$ cat src/rtl/phoneme_pkg.sv
// Shared definitions for the phoneme player: defaults, address width, FSM
// encoding and the contents of the phoneme address table.
package phoneme_pkg;

  localparam int DEF_NUM_PHONEMES  = 64;
  localparam int DEF_FLASH_TIMEOUT = 255;
  localparam int ADDR_W            = 23;

  typedef logic [ADDR_W-1:0] addr_t;

  typedef enum logic [2:0] {
    ST_IDLE    = 3'd0,
    ST_LOOKUP  = 3'd1,
    ST_FETCH   = 3'd2,
    ST_PLAY_LO = 3'd3,
    ST_PLAY_HI = 3'd4,
    ST_DONE    = 3'd5
  } state_t;

  typedef struct packed {
    addr_t start_addr;
    addr_t end_addr;
  } addr_range_t;

  // Entry n starts at (n+1)*64 and spans code[2:1]+1 words; entry 63 straddles
  // the top of the address space so playback exercises address wrap.
  function automatic addr_range_t rom_entry(input logic [7:0] code);
    addr_range_t r;
    if (code == 8'd63) begin
      r.start_addr = 23'h7F_FFFF;
      r.end_addr   = 23'h00_0001;
    end else begin
      r.start_addr = addr_t'({code, 6'b0}) + addr_t'(64);
      r.end_addr   = r.start_addr + addr_t'(code[2:1]);
    end
    return r;
  endfunction

endpackage

$ cat src/rtl/phoneme_addr_rom.sv
// Phoneme code to inclusive flash word range, registered once.
module phoneme_addr_rom
  import phoneme_pkg::*;
(
  input  logic              clk,
  input  logic              reset_n,
  input  logic [7:0]        code,
  output logic [ADDR_W-1:0] start_addr,
  output logic [ADDR_W-1:0] end_addr
);

  addr_range_t entry;

  always_comb begin
    entry = rom_entry(code);
  end

  always_ff @(posedge clk or negedge reset_n) begin
    if (!reset_n) begin
      start_addr <= '0;
      end_addr   <= '0;
    end else begin
      start_addr <= entry.start_addr;
      end_addr   <= entry.end_addr;
    end
  end

endmodule

$ cat src/rtl/phoneme_player.sv
// Plays one phoneme: looks up its flash word range, fetches each 32-bit word
// and emits its low then high 16-bit half on successive sample ticks.
module phoneme_player
  import phoneme_pkg::*;
#(
  parameter int NUM_PHONEMES  = DEF_NUM_PHONEMES,
  parameter int FLASH_TIMEOUT = DEF_FLASH_TIMEOUT
) (
  input  logic              clk,
  input  logic              reset_n,
  input  logic [7:0]        phoneme_selection,
  input  logic              fsm_start_signal,
  output logic              fsm_finish_signal,
  input  logic              sample_tick,
  output logic              flash_read,
  output logic [ADDR_W-1:0] flash_addr,
  input  logic [31:0]       flash_data,
  input  logic              flash_data_valid,
  output logic [15:0]       audio_sample,
  output logic              audio_valid,
  output logic              flash_error
);

  localparam int TW = $clog2(FLASH_TIMEOUT + 1);

  state_t          state;
  logic            start_prev;
  logic            start_armed;
  logic            start_edge;
  logic [TW-1:0]   tmo_cnt;
  addr_t           cur_addr;
  addr_t           end_addr_q;
  addr_t           rom_start;
  addr_t           rom_end;
  logic [31:0]     data_q;

  // The ROM registers the live selection every cycle, so its output during
  // LOOKUP is the code captured on the start edge.
  phoneme_addr_rom u_rom (
    .clk        (clk),
    .reset_n    (reset_n),
    .code       (phoneme_selection),
    .start_addr (rom_start),
    .end_addr   (rom_end)
  );

  // Edges are only accepted once start has been seen low after reset.
  assign start_edge = fsm_start_signal & ~start_prev & start_armed;

  always_ff @(posedge clk or negedge reset_n) begin
    if (!reset_n) begin
      state             <= ST_IDLE;
      start_prev        <= 1'b0;
      start_armed       <= 1'b0;
      tmo_cnt           <= '0;
      cur_addr          <= '0;
      end_addr_q        <= '0;
      data_q            <= '0;
      flash_read        <= 1'b0;
      flash_addr        <= '0;
      audio_sample      <= '0;
      audio_valid       <= 1'b0;
      fsm_finish_signal <= 1'b0;
      flash_error       <= 1'b0;
    end else begin
      start_prev  <= fsm_start_signal;
      audio_valid <= 1'b0;
      if (!fsm_start_signal) start_armed <= 1'b1;

      case (state)
        ST_IDLE: begin
          if (start_edge) begin
            fsm_finish_signal <= 1'b0;
            flash_error       <= 1'b0;
            state <= (int'(phoneme_selection) >= NUM_PHONEMES) ? ST_DONE : ST_LOOKUP;
          end
        end
        ST_LOOKUP: begin
          cur_addr   <= rom_start;
          end_addr_q <= rom_end;
          flash_addr <= rom_start;
          flash_read <= 1'b1;
          tmo_cnt    <= '0;
          state      <= ST_FETCH;
        end
        ST_FETCH: begin
          if (flash_data_valid) begin
            data_q     <= flash_data;
            flash_read <= 1'b0;
            state      <= ST_PLAY_LO;
          end else if (tmo_cnt == TW'(FLASH_TIMEOUT - 1)) begin
            flash_read  <= 1'b0;
            flash_error <= 1'b1;
            state       <= ST_DONE;
          end else begin
            tmo_cnt <= tmo_cnt + TW'(1);
          end
        end
        ST_PLAY_LO: begin
          if (sample_tick) begin
            audio_sample <= data_q[15:0];
            audio_valid  <= 1'b1;
            state        <= ST_PLAY_HI;
          end
        end
        ST_PLAY_HI: begin
          if (sample_tick) begin
            audio_sample <= data_q[31:16];
            audio_valid  <= 1'b1;
            if (cur_addr == end_addr_q) begin
              state <= ST_DONE;
            end else begin
              cur_addr   <= cur_addr + addr_t'(1);
              flash_addr <= cur_addr + addr_t'(1);
              flash_read <= 1'b1;
              tmo_cnt    <= '0;
              state      <= ST_FETCH;
            end
          end
        end
        ST_DONE: begin
          audio_sample      <= '0;
          fsm_finish_signal <= 1'b1;
          state             <= ST_IDLE;
        end
        default: state <= ST_IDLE;
      endcase
    end
  end

endmodule

$ cat config.mk
export PLATFORM = sky130hd
export DESIGN_NAME = phoneme_player
export DESIGN_NICKNAME = d
export VERILOG_FILES = /design/src/rtl/phoneme_pkg.sv /design/src/rtl/phoneme_addr_rom.sv /design/src/rtl/phoneme_player.sv
export SDC_FILE = /design/constraint.sdc
export NUM_CORES = 1
export LEC_CHECK = 0
export CAP_MARGIN = 40
export CORE_MARGIN = 2
export CORE_UTILIZATION = 35
export CTS_CLUSTER_DIAMETER = 200
export DETAILED_ROUTE_END_ITERATION = 10
export MAX_ROUTING_LAYER = met4
export PLACE_DENSITY = 0.59
export SKIP_CTS_REPAIR_TIMING = 1
export SYNTH_ARGS = -nofsm -noshare
export SYNTH_HDL_FRONTEND = slang
export SYNTH_SLANG_ARGS = --single-unit
export TNS_END_PERCENT = 10
$ cat constraint.sdc
create_clock -name clk -period 3.15 [get_ports clk]
set_input_delay 0.63 -clock clk [delete_from_list [all_inputs] [get_ports clk]]
set_output_delay 0.63 -clock clk [all_outputs]
set_load 0.02 [all_outputs]
# After elaboration in Yosys (flattened, before gate mapping)
# Index checks and enable logic that the tools add are counted.
[totals] register_bits=157 input_bits=45 wordCells=85
[op_classes] n_addsub=4 order_cmp=1 eq_ne=16 mux=32 n_bitwise=3 reduce_logical=15
[op_table] operator="$pmux W16 S3" count=1
[op_table] operator="$mux W23" count=2
[op_table] operator="$mux W46" count=1
[op_table] operator="$pmux W23 S2" count=1
[op_table] operator="$mux W16" count=2
[op_table] operator="$mux W8" count=4
[op_table] operator="$pmux W8 S3" count=1
[op_table] operator="$add A23 B1 Y23 const B" count=1
[op_table] operator="$add A23 B2 Y23" count=1
[op_table] operator="$eq A23 B23 Y1" count=1
[op_table] operator="$mux W3" count=7
[op_table] operator="$add A14 B7 Y15 const B" count=1
[op_table] operator="$pmux W3 S5" count=1
[op_table] operator="$ne A2 B2 Y1 const B" count=7
[op_table] operator="$reduce_and A4 Y1" count=3
[op_table] operator="$mux W1" count=9
[op_table] operator="$add A8 B1 Y8 const B" count=1
[op_table] operator="$eq A8 B6 Y1 const B" count=1
[op_table] operator="$eq A8 B8 Y1 const B" count=1
[op_table] operator="$ge A8 B7 Y1 const B" count=1
[op_table] operator="$eq A3 B2 Y1 const B" count=2
[op_table] operator="$eq A3 B3 Y1 const B" count=2
[op_table] operator="$reduce_and A3 Y1" count=2
[op_table] operator="$reduce_bool A2 Y1" count=3
[op_table] operator="other kinds (11)" count=15

# Logic depth before layout (Yosys ltp)
# Gate-level depths: netlist of run 1.
[logic_depth] depth_word=5 depth_mapped=8 depth_no_buf=6

# Hierarchy
# Synthesis of run 1 repeated with hierarchy kept, for this count alone.
[unflattened] hier_cells=674 hier_area_um2=6655.1
[modules_own_cells] module="phoneme_player" n_inst=1 cells_each=589 area_per_inst_um2=5681.7 seq_area_each_um2=2777.7
[modules_own_cells] module="phoneme_addr_rom" n_inst=1 cells_each=85 area_per_inst_um2=973.4 seq_area_each_um2=525.5

# Least setup slack after synthesis of run 1
# Ideal clock, no wire load.
[synth_path] path_type="register -> register" startpoint="reg cur_addr[9]" endpoint="reg cur_addr[14]" arrival_ps=2004 required_ps=3024 path_slack_ps=1020 path_stages_with_launch=8 synth_period_minus_slack_ps=2130 cell_sequence="dfrtp_1 > clkbuf_1 > xnor2_1 > nand4_1 > or4_1 > buf_6 > nor3b_1 > o32a_1"
[synth_via] elab_chain_cells=4 elab_cells_between_ends=7 cone_classes="add/sub: 1; eq/ne: 2; mux: 3; reduce/logical: 1"
[synth_lines] item="from (decl)" line_no="phoneme_player.sv:31" rtl="addr_t cur_addr;"
[synth_lines] item="from (signal assigned)" line_no="phoneme_player.sv:79" rtl="cur_addr <= rom_start;"
[synth_lines] item="from (signal assigned)" line_no="phoneme_player.sv:113" rtl="cur_addr <= cur_addr + addr_t'(1);"
[synth_lines] item="$add A23 B1 Y23" line_no="phoneme_player.sv:113"
[synth_lines] item="$mux W23" line_no="phoneme_player.sv:110" rtl="if (cur_addr == end_addr_q) begin"
[synth_lines] item="$mux W23" line_no="phoneme_player.sv:107" rtl="if (sample_tick) begin"
[synth_lines] item="$pmux W23 S2" line_no="phoneme_player.sv:70" rtl="case (state)"
# Several ways; a longest one is shown, not always the timed one. The select of a mux whose other input is x is not followed.
# A chain may end at the register's enable or synchronous reset.

# Final worst setup path of run 1
[layout_path] startpoint="reg cur_addr[2]" endpoint="reg cur_addr[6]"
# Same word-level chain as after synthesis.

==> summary.md, run 1 <==
| Metric | Value |
|---|---|
| Status | finished clean |
| IO buf count | 87 |
| Worst path cell trace | nor4_1, nand4_1, or4_1, o21ai_4, o21ai_0 |
| DR DRC count | 0 |
| CP max-delay cell | or4_1 |
| Worst slew margin | a little over half |
| P&R area growth vs syn | 31.1% |
| TritonCTS clock tree | built |
| Core area | roughly 16000 um2 |
| Post-DRT Antenna Nets | 0 |
| # nets final | around 680 |
| Synth Instances | roughly 540 |
| WL per Instance | about 17 um |
| Die Ht | approximately 130 um |
| Reg-to-reg setup timing slack | ~0.67 ns |
| CP required | between 3 and 4 ns |
| Worst-Margin Slew | between 0.6 and 0.7 ns |
| Sw Pwr | about 2.5 mW |
| Total wire length | between 10000 and 15000 um |
| Final Cycle Share | slightly below 80% |
| Final Hold Fails | 0 |
| Clock Latency Late Sink | ~0.41 ns |
| Synthesized netlist net count | around 600 |
| Max-Cap Viols | 0 |
| Drt pass-1 iters | 6 |
| Largest net degree at the start of global routing | 54 |
| Avg Cell Area, Syn | about 10 um2 |
| Clock power frac | between 20 and 30% |
| Row Count | 46 |
| # diodes | 0 |
| H-tree depth reported by CTS | 4 |
| HPWL Detailed | between 9000 and 10000 um |
| Final instance area | approximately 7400 um2 |
| Gr ovfl total | 0 |
| Die ar. | ~17000 um2 |
| Unique cell type count in the Yosys netlist | 56 |
| Number of global-route vias before repair | 4598 |
| Crit Reg-Reg Startpoint | cur_addr[2] |
| CP startpoint kind | register |
| Setup TNS | 0 ns |
| Fmax | a little over 400 MHz |
| DR vias | about 4600 |
| Clock root buffer | clkbuf_16 |
| Post-layout util | 46.8% |
| Comb power frac | between 30% and 40% |
| CP Max Fanout | 15 |
| RSZ-0062 raised after global routing | no |
| Top post-synthesis cells by area | dfrtp_1, mux2_2, nand2_1, nor2_1, mux2i_1 |
| Worst r2r path cells | 5 |
| Fin Clk Skew | approximately 0.0084 ns |
| Worst hold path type | in2async |
| Crit Path Class | reg2reg |
| Yosys top cell by area | dfrtp_1 |
| Tmin final | ~2.5 ns |
| Total power draw | ~7.1 mW |
| Io pins | 88 |
| DR vias/cell | 5.29 |
| GP Congestion | approximately 0.90 |
| Post-synthesis sequential area ratio | 53.1% |
| Internal power | 4.67 mW |
| Commonest non-fill, non-tap cell in the layout | dfrtp_1 |
| GRT Overall Usage | a little under a fifth |
| Mapped Area | 5650 um2 |
| Async SR Flop Fraction | between 90% and 100% |
| Clock Sinks | between 100 and 150 |
| Worst Hold Margin | 0.259 ns |
| R2r endpoint | cur_addr[6] |
| Top cell type's share of synthesized area | between 50% and 60% |
| Data arrival, critical path | between 2 and 3 ns |
| Share of cells above drive strength 1 | 13.5% |
| Worst vdd ir | ~510 uV |
| Seq cells post-synth | 120 |
| Net Sw Frac | between 30% and 40% |
| Clk slew on worst S/H paths | around 0.06 ns |
| Max incr delay on CP | roughly 0.68 ns |
| CP Capture Type | register |
| CTS max path bufs | 2 |
| First-pass GRT wire length | 23600 um |
| Leakage power | roughly 3.2 nW |
| Sequential power share | a little over a third |
| Die extent in x | 131 um |
| Cts bufs inserted | 17 |
| Post-place instance area | between 6000 and 7000 um2 |
| PwrDens | a little under 1000 nW/um2 |
| Initial core utilization | a little over a third |
| Most frequent cells in the layout | dfrtp_1, clkdlybuf4s50_1, nand2_1 |
| EDFF count, synth | 0 |
| DR iter-0 viols | 366 |
| Initial antenna violation count | 0 |
| Final max-slew violation count | 0 |
| Final setup vio count | 0 |
| Primary FF master, synth | dfrtp_1 |
| Yosys synthesis warning count | 0 |
worst max-delay path by stage:
stage | startpoint | to | slack [ns] | cells past startpoint
finish | cur_addr[2] | cur_addr[6] | 0.67 | 5
global route | cur_addr[2] | cur_addr[6] | 0.49 | 5
CTS | cur_addr[2] | cur_addr[6] | 0.69 | 5
detailed placement | phoneme_selection[0] | u_rom.end_addr[9] | 0.52 | 7
global placement | phoneme_selection[0] | u_rom.end_addr[9] | 0.57 | 7
floorplan | cur_addr[9] | cur_addr[14] | 1.02 | 7
cell type report:
type | count | area (um2)
clock inverters | 7 | 115
clock buffers | 24 | 502
flip-flops and latches | 120 | 3000
well taps | 216 | 270
inverters | 6 | 22.5
fillers | 1468 | 8420
repair buffers | 104 | 1010
multi-input cells | 385 | 2490
Yosys cell counts (2+ instances only):
cell type and n:
a211o_1 6, nand3_1 14, mux2_2 32, nor3_1 11, buf_6 2, a2bb2oi_1 5, inv_1 6, o31ai_1 3
o22ai_1 9, and4_2 2, a31oi_1 4, xnor2_1 11, nor4_1 4, a41oi_1 5, a32oi_1 3, a211oi_1 16
nor3b_1 4, buf_1 5, o31a_1 2, dfrtp_1 120, and3_1 10, and2_1 6, o22a_1 5, or3b_1 2
mux2i_1 16, nand4_1 11, o21ai_0 18, nand2_1 69, nand2b_1 9, clkbuf_1 16, a21oi_1 22, xor2_1 5
a21o_1 3, and4_1 3, buf_2 7, nor2_1 53, ha_1 4
layer usage:
metal | global-route usage (%) | wire, um | vias to the layer above
met5 | - | 0 | -
met3 | 6.01 | 1150 | 15
met2 | 27.5 | 6560 | 170
met1 | 23.6 | 6320 | 2239
li1 | - | - | 2139
met4 | 6.13 | 204 | 0
critical path: cells and delay by family (launching register included):
family | cells | cell delay (ns)
AO/OA/AOI/OAI | 2 | 0.59
flip-flops | 1 | 0.48
AND/OR/NAND/NOR | 3 | 1.27
power groups by stage:
| stage | Combinational (mW) | Clock [mW] | Sequential [mW] |
|---|---|---|---|
| after CTS | 2.59 | 2.05 | 2.57 |
| final | 2.57 | 2.00 | 2.57 |
| after floorplan | 1.46 | 0 | 2.69 |
| after global placement | 2.53 | 0 | 2.57 |
| after detailed placement | 2.58 | 0 | 2.59 |
| after global routing | 2.82 | 2.11 | 2.66 |
metrics by stage:
| step | worst slack [ns] | std cells |
|---|---|---|
| 2_1_floorplan | 1.02 | 542 |
| 3_3_place_gp | 0.565 | 831 |
| 3_5_place_dp | 0.519 | 831 |
| 4_1_cts | 0.693 | 862 |
| 5_1_grt | 0.490 | 862 |
| 6_report | 0.673 | 862 |
state kept, by name (all words and copies together), names as in the netlist:
signal,cells
audio_sample,16
audio_valid,1
cur_addr,23
data_q,32
end_addr_q,11
flash_error,1
flash_read,1
fsm_finish_signal,1
start_armed,1
start_prev,1
state,3
tmo_cnt,8
u_rom.end_addr,11
u_rom.start_addr,10
cells by family (layout without fill, tap and decap cells):
logic type / after synthesis / in the layout / share of synthesized area, %
flops: 120 / 120 / 53.1
mux: 48 / 48 / 9.21
simple gates: 204 / 204 / 17.2
buf+inv: 37 / 141 / 2.94
compound gates: 113 / 113 / 14.1
xor+xnor: 16 / 16 / 2.48
fa+ha+maj: 4 / 4 / 0.885
No activity file was read; power rests on OpenSTA's default activity.
==> inputs of run 2 (changes only) <==
==> constraint.sdc (replaced) <==
create_clock -name clk -period 2.4 [get_ports clk]
set_input_delay 0.48 -clock clk [delete_from_list [all_inputs] [get_ports clk]]
set_output_delay 0.48 -clock clk [all_outputs]
set_load 0.02 [all_outputs]
==> summary.md, run 2 (synthesis results as in run 1) <==
| Metric | Value |
|---|---|
| Status | finished clean |
| Gr ovfl total | 0 |
| Final instance area | approximately 7700 um2 |
| CTS max path bufs | 2 |
| GRT Overall Usage | 18.7% |
| Critical path destination | tmo_cnt[0] |
| Crit Path Class | reg2reg |
| Clk slew on worst S/H paths | approximately 0.06 ns |
| Leakage power | 3.38 nW |
| Cts bufs inserted | 17 |
| R2r endpoint | tmo_cnt[0] |
| DR iter-0 viols | approximately 280 |
| P&R area growth vs syn | 35.8% |
| Setup TNS | 0 ns |
| Max reg flops | 32 |
| PwrDens | about 1200 nW/um2 |
| Die extent in x | about 130 um |
| CP required | 2.73 ns |
| RSZ-0062 raised after global routing | no |
| Biggest register | data_q |
| Worst r2r path cells | 5 |
| Row Count | 46 |
| DR vias/cell | a little over 5 |
| IO buf count | 87 |
| First-pass GRT wire length | 24000 um |
| Post-DRT Antenna Nets | 0 |
| CP startpoint kind | register |
| TritonCTS clock tree | built |
| Io pins | 88 |
| Clock root buffer | clkbuf_16 |
| Fmax | between 400 and 500 MHz |
| # diodes | 0 |
| Tmin final | 2.16 ns |
| Total wire length | ~15000 um |
| WL per Instance | approximately 16 um |
| # nets final | around 720 |
| Final Hold Fails | 0 |
| GP Congestion | approximately 0.86 |
| Die Ht | 131 um |
| Worst hold path type | in2async |
| Worst slew margin | a little under three fifths |
| Initial antenna violation count | 0 |
| Most frequent cells in the layout | dfrtp_1, clkdlybuf4s50_1, nand2_1 |
| DR vias | approximately 4600 |
| Max-Cap Viols | 0 |
| Largest net degree at the start of global routing | between 50 and 60 |
| Final setup vio count | 0 |
| Clock Latency Late Sink | between 0.4 and 0.5 ns |
| DR DRC count | 0 |
| Reg-to-reg setup timing slack | between 0.2 and 0.25 ns |
| Initial core utilization | a little over a third |
| CP Capture Type | register |
| Final Cycle Share | about nine tenths |
| Commonest non-fill, non-tap cell in the layout | dfrtp_1 |
| Drt pass-1 iters | 5 |
| Number of global-route vias before repair | ~4700 |
| Clock Sinks | 120 |
| CP Max Fanout | 8 |
| CP Launch Point | cur_addr[2] |
| Filler cells | roughly 1400 |
| HPWL Detailed | a little over 10000 um |
| Die ar. | 17200 um2 |
| Final max-slew violation count | 0 |
| Worst-Margin Slew | 0.662 ns |
| Fin Clk Skew | 0.00645 ns |
| Post-place instance area | ~7100 um2 |
| H-tree depth reported by CTS | 4 |
| Worst vdd ir | 633 uV |
| Core area | 15800 um2 |
| Registers with the most flip-flops | data_q x32, cur_addr x23, audio_sample x16 |
| Share of cells above drive strength 1 | between 15 and 20% |
| Data arrival, critical path | about 2.5 ns |
| Crit Reg-Reg Startpoint | cur_addr[2] |
-- run 2: cell types whose count changed in the layout (fill, tap and decap cells not counted) --
cell,delta
clkinv_4,+4
clkinv_2,-1
or4_4,+1
buf_12,+2
inv_6,+2
or4_1,-1
buf_4,+30
clkbuf_1,-1
clkinvlp_4,+1
clkbuf_8,-4
-- run 2: final cells by class --
type	count	area, um2	share of cell area (%)
timing repair buffer	136	1270	16.6
clock inverter	13	170	2.22
clock buffer	19	443	5.77
tap	216	270	3.52
sequential	120	3000	39.1
multi-input combinational	385	2490	32.5
inverter	6	22.5	0.293
-- run 2: worst min path at each step --
stage / cells after the start / slack, ns / endpoint
floorplan: 0 / 0.18 / audio_sample[0]
global placement: 2 / 0.42 / end_addr_q[0]
detailed placement: 2 / 0.42 / end_addr_q[0]
CTS: 1 / 0.11 / cur_addr[0]
global route: 1 / 0.14 / cur_addr[1]
finish: 1 / 0.09 / cur_addr[0]
-- run 2: routing by layer --
metal | share of wire (%) | routed length (um) | up-vias | global-route usage (%)
li1 | - | - | 2206 | -
met1 | 45 | 6520 | 2267 | 24.0
met2 | 47 | 6780 | 136 | 28.3
met3 | 6.7 | 979 | 19 | 5.64
met4 | 1.6 | 225 | 0 | 6.82
met5 | 0 | 0 | - | -
-- run 2: metrics by stage --
step | instances | hold WS (ns) | power (mW) | setup slack, ns | utilization (%)
2_1_floorplan | 542 | 0.184 | 5.46 | 0.270 | -
3_3_place_gp | 863 | 0.424 | 6.93 | 0.100 | 44.6
3_5_place_dp | 863 | 0.423 | 7.02 | 0.0290 | 44.6
4_1_cts | 895 | 0.112 | 9.68 | 0.0857 | 48.5
5_1_grt | 895 | 0.139 | 10.2 | 0.0702 | 48.5
6_report | 895 | 0.0933 | 9.58 | 0.242 | 48.5
-- run 2: critical path, stage by stage, from the launching register on --
cell and delay [ns]:
dfrtp_1 0.37, nor4_1 0.42, nand4_1 0.19, or4_4 0.59
a21oi_4 0.28, a2bb2oi_1 0.21
-- run 2: power breakdown --
group / leakage [nW] / switching, mW / internal (mW) / total (mW)
clock: 0.290 / 0.950 / 1.67 / 2.62
combinational: 1.62 / 1.94 / 1.82 / 3.75
sequential: 1.47 / 0.464 / 2.74 / 3.21
total: 3.38 / 3.35 / 6.23 / 9.58
==> inputs of run 3 (changes only) <==
--- a/config.mk
+++ b/config.mk
@@ -5,13 +5,12 @@
 export SDC_FILE = /design/constraint.sdc
 export NUM_CORES = 1
 export LEC_CHECK = 0
-export CAP_MARGIN = 40
 export CORE_MARGIN = 2
 export CORE_UTILIZATION = 35
 export CTS_CLUSTER_DIAMETER = 200
 export DETAILED_ROUTE_END_ITERATION = 10
 export MAX_ROUTING_LAYER = met4
-export PLACE_DENSITY = 0.59
+export PLACE_DENSITY = 0.64
 export SKIP_CTS_REPAIR_TIMING = 1
 export SYNTH_ARGS = -nofsm -noshare
 export SYNTH_HDL_FRONTEND = slang
==> summary.md, run 3 (synthesis results as in run 1) <==
| Metric | Value |
|---|---|
| Max incr delay on CP | around 0.6 ns |
| Max-Cap Viols | 0 |
| # nets final | 712 |
| P&R area growth vs syn | 35.7% |
| Filler cells | ~1500 |
| Biggest register | data_q |
| DR DRC count | 0 |
| PwrDens | 1260 nW/um2 |
| IO buf count | between 80 and 90 |
| CP Max Fanout | 6 |
| Most frequent cells in the layout | dfrtp_1, clkdlybuf4s50_1, nand2_1 |
| Crit Reg-Reg Startpoint | cur_addr[2] |
| Reg-to-reg setup timing slack | 0.26 ns |
| Share of cells above drive strength 1 | between 10% and 20% |
| CP max-delay cell | or4_4 |
| Crit Path Class | reg2reg |
| Area occupied by multi-input gates | ~2500 um2 |
| DR vias/cell | slightly above 5 |
| Initial core utilization | around 36% |
| Number of global-route vias before repair | approximately 4800 |
| DR vias | about 4600 |
| Final max-slew violation count | 0 |
| CTS max path bufs | 2 |
| Clk slew on worst S/H paths | ~0.060 ns |
| Clock Latency Late Sink | roughly 0.4 ns |
| WL per Instance | roughly 16 um |
| Die Ht | approximately 130 um |
| Cts bufs inserted | 17 |
| Status | finished clean |
| Drt pass-1 iters | 4 |
| # diodes | 0 |
| Row Count | between 40 and 50 |
| Gr ovfl total | 0 |
| Data arrival, critical path | 2.43 ns |
| Final setup vio count | 0 |
| Clock root buffer | clkbuf_16 |
| H-tree depth reported by CTS | 4 |
| Setup TNS | 0 ns |
| Registers with the most flip-flops | data_q x32, cur_addr x23, audio_sample x16 |
| FF/Latch Area | approximately 3000 um2 |
| CP Capture Type | register |
| TritonCTS clock tree | built |
| Worst slew margin | between 60% and 70% |
| Total wire length | approximately 15000 um |
| Tmin final | between 2 and 2.5 ns |
| Fin Clk Skew | around 0.0079 ns |
| Largest net degree at the start of global routing | 42 |
| Worst hold path type | in2async |
| Final Hold Fails | 0 |
| Worst-Margin Slew | around 0.58 ns |
| Total power draw | 9.66 mW |
| Post-DRT Antenna Nets | 0 |
| Io pins | 88 |
| Worst r2r path cells | 5 |
| HPWL Detailed | ~10000 um |
| GP Congestion | approximately 0.85 |
| Initial antenna violation count | 0 |
| GRT Overall Usage | a little under a fifth |
| First-pass GRT wire length | about 24000 um |
| Die ar. | between 15000 and 20000 um2 |
| Clock Sinks | 120 |
| Leakage power | 3.37 nW |
| RSZ-0062 raised after global routing | no |
| Worst vdd ir | 726 uV |
| Commonest non-fill, non-tap cell in the layout | dfrtp_1 |
| Fmax | about 470 MHz |
| Worst path cell trace | nor4_1, nand4_1, or4_4, nor3b_1, o32a_1 |
| Final Cycle Share | roughly nine tenths |
| Max reg flops | 32 |
| CP required | 2.69 ns |
| CP startpoint kind | register |
| R2r endpoint | cur_addr[14] |
| DR iter-0 viols | about 180 |
| Die extent in x | 131 um |
| Core area | ~16000 um2 |
==> run 3: cell count changes in the layout (fill, tap and decap cells not counted) <==
| cell | delta |
|---|---|
| clkinv_4 | -2 |
| buf_12 | +1 |
| bufinv_16 | +1 |
| clkinv_2 | +2 |
| clkbuf_1 | +1 |
| buf_4 | -4 |
| inv_6 | -2 |
==> run 3: worst max-delay path: cells and delay by family, from the launching register on <==
family             cells  cell delay, ns
DFF                    1            0.38
AOI/OAI and AO/OA      1            0.29
and+or+nand+nor        4            1.35
==> run 3: cell type report <==
type / instances / share of cell area, %
Inverter: 6 / 0.293
Sequential cell: 120 / 39.1
Multi-Input combinational cell: 385 / 32.5
Timing Repair Buffer: 133 / 16.5
Clock inverter: 12 / 2.28
Clock buffer: 20 / 5.82
Tap cell: 216 / 3.52
==> run 3: worst max path at each step <==
stage                                    end            startpoint  slack, ns
after floorplan                 cur_addr[14]           cur_addr[9]       0.27
after detailed placement  u_rom.end_addr[11]  phoneme_selection[1]       0.09
after global routing            cur_addr[14]           cur_addr[2]       0.12
final                           cur_addr[14]           cur_addr[2]       0.26
after global placement     u_rom.end_addr[9]  phoneme_selection[1]       0.14
after CTS                       cur_addr[14]           cur_addr[2]       0.13
==> run 3: power breakdown <==
part / switching, mW / internal [mW] / leakage [nW]
Sequential: 0.472 / 2.75 / 1.47
Combinational: 1.96 / 1.82 / 1.60
Clock: 0.907 / 1.76 / 0.296
==> run 3: metrics by stage <==
step	worst slack, ns	area (um2)	hold slack [ns]	util (%)	cells
finish	0.262	7670	0.0749	48.5	892
global route	0.123	7670	0.0973	48.5	892
global placement	0.138	7050	0.423	44.5	860
detailed placement	0.0940	7050	0.424	44.5	860
floorplan	0.270	5650	0.184	-	542
CTS	0.126	7670	0.0759	48.5	892
==> run 3: per-layer routing <==
metal | share of wire, % | wire (um) | up-vias | track usage, %
li1 | - | - | 2195 | -
met1 | 44 | 6470 | 2233 | 23.0
met2 | 47 | 6820 | 143 | 29.3
met3 | 7.0 | 1030 | 26 | 6.41
met4 | 2.0 | 292 | 0 | 6.82
met5 | 0 | 0 | - | -
